### config.mk
export PLATFORM = sky130hd
export DESIGN_NAME = srl_dly_ctrl_flat
export DESIGN_NICKNAME = d
export VERILOG_FILES = /design/src/rtl/srl_dly_ctrl_if.sv /design/src/rtl/srl_dly_ctrl.sv /design/src/flat_wrapper.sv
export SDC_FILE = /design/constraint.sdc
export NUM_CORES = 1
export LEC_CHECK = 0
export CAP_MARGIN = 15
export CORE_MARGIN = 4
export CORE_UTILIZATION = 40
export CTS_CLUSTER_DIAMETER = 200
export DETAILED_ROUTE_END_ITERATION = 8
export PLACE_DENSITY = 0.76
export SLEW_MARGIN = 20
export SYNTH_ARGS = -nofsm -noshare
export SYNTH_HDL_FRONTEND = slang
export SYNTH_SLANG_ARGS = --single-unit
### constraint.sdc
create_clock -name clk -period 1.5 [get_ports clk]
set_input_delay 0.15 -clock clk [delete_from_list [all_inputs] [get_ports clk]]
set_output_delay 0.15 -clock clk [all_outputs]
set_load 0.01 [all_outputs]
### src/rtl/srl_dly_ctrl_if.sv
// srl_dly_ctrl_if: load handshake, data-path and SRL tap signals of the delay-line controller
interface srl_dly_ctrl_if #(
  parameter int NSTG = 4,
  parameter int DW   = 6
);
  logic            en;
  logic            ld_req;
  logic [DW-1:0]   ld_dly_m1;
  logic            ld_ack;
  logic [NSTG-1:0] srl_o;
  logic            srl_ce;
  logic [3:0]      srl_a;
  logic            d_out;
  logic            valid;
  logic            busy;
  logic [DW-1:0]   cur_dly_m1;
  modport master (
    output en, ld_req, ld_dly_m1, srl_o,
    input  ld_ack, srl_ce, srl_a, d_out, valid, busy, cur_dly_m1
  );
  modport slave (
    input  en, ld_req, ld_dly_m1, srl_o,
    output ld_ack, srl_ce, srl_a, d_out, valid, busy, cur_dly_m1
  );
endinterface

### src/rtl/srl_dly_ctrl.sv
// srl_dly_ctrl: holds the delay code of a cascaded SRL16 line, selects the tap, and blanks output while the chain refills
module srl_dly_ctrl #(
  parameter int NSTG       = 4,
  parameter int DW         = 6,
  parameter int DEF_DLY_M1 = 0
) (
  input  logic          clk,
  input  logic          rst_n,
  srl_dly_ctrl_if.slave io
);
  localparam int TW = (DW > 4) ? DW - 4 : 1;
  typedef enum logic {FLUSH, RUN} state_t;
  state_t        state_q, state_d;
  logic [DW-1:0] fcnt_q, fcnt_d, cur_q, cur_d;
  logic [TW-1:0] tap_q, tap_d;
  logic          ack_q, ack_d, valid_q, valid_d, busy_q, busy_d;
  logic          acc, chg, done;
  // A changing load always wins over a flush completing on the same edge.
  always_comb begin
    acc     = io.ld_req && !ack_q;
    chg     = acc && (io.ld_dly_m1 != cur_q);
    done    = (state_q == FLUSH) && io.en && (fcnt_q == cur_q);
    ack_d   = acc;
    cur_d   = chg ? io.ld_dly_m1 : cur_q;
    tap_d   = chg ? TW'(io.ld_dly_m1 >> 4) : tap_q;
    state_d = chg ? FLUSH : done ? RUN : state_q;
    fcnt_d  = chg ? '0 : ((state_q == FLUSH) && io.en) ? fcnt_q + 1'b1 : fcnt_q;
    valid_d = (state_d == RUN);
    busy_d  = (state_d == FLUSH);
  end
  always_ff @(posedge clk or negedge rst_n) begin
    if (!rst_n) begin
      state_q <= FLUSH;
      fcnt_q  <= '0;
      cur_q   <= DW'(DEF_DLY_M1);
      tap_q   <= TW'(DEF_DLY_M1 >> 4);
      ack_q   <= 1'b0;
      valid_q <= 1'b0;
      busy_q  <= 1'b1;
    end else begin
      state_q <= state_d;
      fcnt_q  <= fcnt_d;
      cur_q   <= cur_d;
      tap_q   <= tap_d;
      ack_q   <= ack_d;
      valid_q <= valid_d;
      busy_q  <= busy_d;
    end
  end
  assign io.srl_ce     = io.en;
  assign io.srl_a      = cur_q[3:0];
  assign io.cur_dly_m1 = cur_q;
  assign io.ld_ack     = ack_q;
  assign io.valid      = valid_q;
  assign io.busy       = busy_q;
  assign io.d_out      = valid_q ? io.srl_o[tap_q] : 1'b0;
endmodule
### src/flat_wrapper.sv
// flat-port wrapper written by rule: the top's interface ports become plain ports
module srl_dly_ctrl_flat 
#(
  parameter int NSTG       = 4,
  parameter int DW         = 6,
  parameter int DEF_DLY_M1 = 0
)
  (clk, rst_n, io_en, io_ld_req, io_ld_dly_m1, io_srl_o, io_ld_ack, io_srl_ce, io_srl_a, io_d_out, io_valid, io_busy, io_cur_dly_m1);
  srl_dly_ctrl_if #(.NSTG(NSTG), .DW(DW)) io_i ();
  input  logic clk;
  input  logic rst_n;
  input wire logic [$bits(io_i.en)-1:0] io_en;
  input wire logic [$bits(io_i.ld_req)-1:0] io_ld_req;
  input wire logic [$bits(io_i.ld_dly_m1)-1:0] io_ld_dly_m1;
  input wire logic [$bits(io_i.srl_o)-1:0] io_srl_o;
  output wire logic [$bits(io_i.ld_ack)-1:0] io_ld_ack;
  output wire logic [$bits(io_i.srl_ce)-1:0] io_srl_ce;
  output wire logic [$bits(io_i.srl_a)-1:0] io_srl_a;
  output wire logic [$bits(io_i.d_out)-1:0] io_d_out;
  output wire logic [$bits(io_i.valid)-1:0] io_valid;
  output wire logic [$bits(io_i.busy)-1:0] io_busy;
  output wire logic [$bits(io_i.cur_dly_m1)-1:0] io_cur_dly_m1;
  assign io_i.en = io_en;
  assign io_i.ld_req = io_ld_req;
  assign io_i.ld_dly_m1 = io_ld_dly_m1;
  assign io_i.srl_o = io_srl_o;
  assign io_ld_ack = io_i.ld_ack;
  assign io_srl_ce = io_i.srl_ce;
  assign io_srl_a = io_i.srl_a;
  assign io_d_out = io_i.d_out;
  assign io_valid = io_i.valid;
  assign io_busy = io_i.busy;
  assign io_cur_dly_m1 = io_i.cur_dly_m1;
  srl_dly_ctrl #(.NSTG(NSTG), .DW(DW), .DEF_DLY_M1(DEF_DLY_M1)) u_core (.clk(clk), .rst_n(rst_n), .io(io_i));
endmodule
==> results.toml <==
[power]
leakage_nw = 0.494
seq_power_share_pct = 46.4
power_frac_clock_pct = 20.0
p_int_mw = 0.803
power_switching_mw = 0.343
powerDensity_nw_per_um2 = 992
swShare_pct = 30.0
p_comb_share_pct = 33.6
peakVddDrop_mv = 0.750

[yosys]
synth_top_area_share_pct = 42.9
syn_inst = 68
seq_area_frac_synth_pct = 46.1
synth_nets = 83
ys.warnings.count = 0
ys_seq_elements = 15
synth_cell_types = 20
yosys.area.top_type = "dfrtp_1"
synthTopCellsByArea = "dfrtp_1, xor2_1, xnor2_1"
syn_area_um2 = 817
syn_avg_cell_area_um2 = 12.0

[layout]
final_util_pct = 59.5
drive_gt1_share_pct = 21.2
antenna-diode-count = 0
layout_commonest_cell = "clkdlybuf4s50_1"
fillers = 188
area_growth_pct = 41.3
nets = 115
multi_input_area_um2 = 392
ff_latch_area_um2 = 377
most-common-layout-cells = "clkdlybuf4s50_1, dfrtp_1, xor2_1"
postLayoutCellArea_um2 = 1150

[run_status]
violations = "negative setup slack"
outcome = "finished, violations left"

[cts]
clock_sinks = 15
cts_buffers = 3
root_buffer = "clkbuf_4"
cts_tree = "yes"
path_clk_slew_ps = 90
clk-insertion-delay-late_ps = 280
cts_buffer_depth = 2
hold_buffers = 0
post_cts_buffers = 0
h-tree-depth = 1

[setup_path]
required_ps = 1350
cp-start-kind = "flip-flop"
r2r_cells = 4
arrival_ps = 1450
critPathCaptureType = "output pin"
worstPathMaxFanout = 2
criticalPathCategory = "reg2out"

[timing]
layout_setup_ws_ps = -99.2
final_max_slew_viol_count = 0
setup_violations = 1
worstMarginPinSlew_ps = 425
clock_skew_ps = 3.26
hold_viol_final = 0
finalCritPeriodShare_pct = 107
finalCriticalPeriod_ps = 1600
fin_setup_tns_ps = -99.2
rsz0062_at_grt = "yes"
holdWs_ps = 167
fmax_mhz = 625
slew_headroom_pct = 71.4

[global_route]
grt_max_degree = 16
grt_pass1_vias = 600
overflow = 0
grt_antenna_before_repair = 0
grt_pass1_wl_um = 2700
grt_usage_pct = 13.5

[floorplanning]
io_pins = 29
core_um2 = 1940
die_w_um = 53.2
initial_core_util_pct = 42.1
rows = 16
die_h_um = 53.2
dieArea_um2 = 2830

[placement]
io_buffers = 28
placed_area_um2 = 1130
place_hpwl_um = 1320
place_congestion = 0.794

[drt]
firstDrtPassIters = 2
vias = 576
drtIter0Drc = 1
drt-total-wl_um = 1660
ant_nets = 0
route.detailed.drc = 0
routedWlPerCell_um = 13.2
via_per_inst = 4.57

[worst_hold_path]
hp-class = "in2async"

[flow_run]
maxCapViolCount = 0
[repair_timing]
item / 4_1_cts / 5_1_grt
endpoints found under the setup margin: 2 / 2
pin swaps: 0 / 0
gates cloned: 0 / 0
resized for setup: 9 / 1
[cells in the mapped netlist]
library cell and instances:
o21ba_4 1, nor4_1 1, and2_1 1, xnor2_1 8, buf_2 2, and3_1 1, nand4_1 4, xor2_1 9
mux2i_1 1, o21bai_1 1, nor2b_1 2, dfrtp_1 14, buf_4 5, ha_1 1, nand2_1 2, o31a_4 1
mux2_2 6, mux4_1 1, nor2_1 6, dfstp_2 1
[logic make-up after synthesis]
family	share of synthesized area, %
mux	12.7
fa+ha+maj	1.53
flops	46.1
xor+xnor	18.2
buf+inv	5.82
simple gates	10.6
compound gates	5.05
[worst paths after layout]
path                                                        to  slack, ps                           startpoint
max                                                   io_d_out       -100          u_core.tap_q[0]$_DFFE_PN0N_
min                        u_core.io.cur_dly_m1[2]$_DFFE_PN0N_        170                                rst_n
max reg2reg                           u_core.state_q$_DFF_PN0_        110  u_core.io.cur_dly_m1[5]$_DFFE_PN0N_
min reg2reg                           u_core.io.busy$_DFF_PN1_        560             u_core.state_q$_DFF_PN0_
max in group asynchronous             u_core.io.busy$_DFF_PN1_       1090                                rst_n
min in group clk           u_core.io.cur_dly_m1[0]$_DFFE_PN0N_        530                      io_ld_dly_m1[0]
[layout make-up]
class	instances	share of cell area (%)
Sequential cell	15	32.6
Multi-Input combinational cell	46	33.9
Timing Repair Buffer	34	28.3
Clock buffer	4	2.28
Tap cell	27	2.93
[power groups by stage]
| stage | Combinational, mW | Sequential, mW | Clock [mW] |
|---|---|---|---|
| finish | 0.385 | 0.532 | 0.229 |
| global route | 0.422 | 0.544 | 0.247 |
| CTS | 0.393 | 0.533 | 0.236 |
| detailed placement | 0.395 | 0.540 | 0 |
| global placement | 0.384 | 0.537 | 0 |
| floorplan | 0.204 | 0.546 | 0 |
[critical path, cell delays in order (launching register included)]
cell     delay [ps]
dfrtp_1         370
mux4_2          500
and2_4          180
buf_6           110
[flip-flops by register name, indices dropped and copies added (netlist names)]
register and flops:
u_core.io.busy 1, u_core.io.cur_dly_m1 5, u_core.io.ld_ack 1, u_core.state_q 1
u_core.tap_q 1, u_core.fcnt_q 6
[metrics by stage]
step | total power [mW] | setup WS, ps | instances
floorplan | 0.750 | 156 | 68
CTS | 1.16 | -120 | 126
finish | 1.15 | -99.2 | 126
global placement | 0.922 | -309 | 122
detailed placement | 0.935 | -373 | 122
global route | 1.21 | -151 | 126
[metal layers]
layer  vias up  global-route usage [%]  share of wire, %
met5         -                       0                 0
met4         0                    6.38               1.6
met3         4                    1.69               4.9
met2        16                    23.1                48
met1       271                    16.7                45
li1        285                       -                 -
Note: power is estimated with default switching activity, not from simulation.
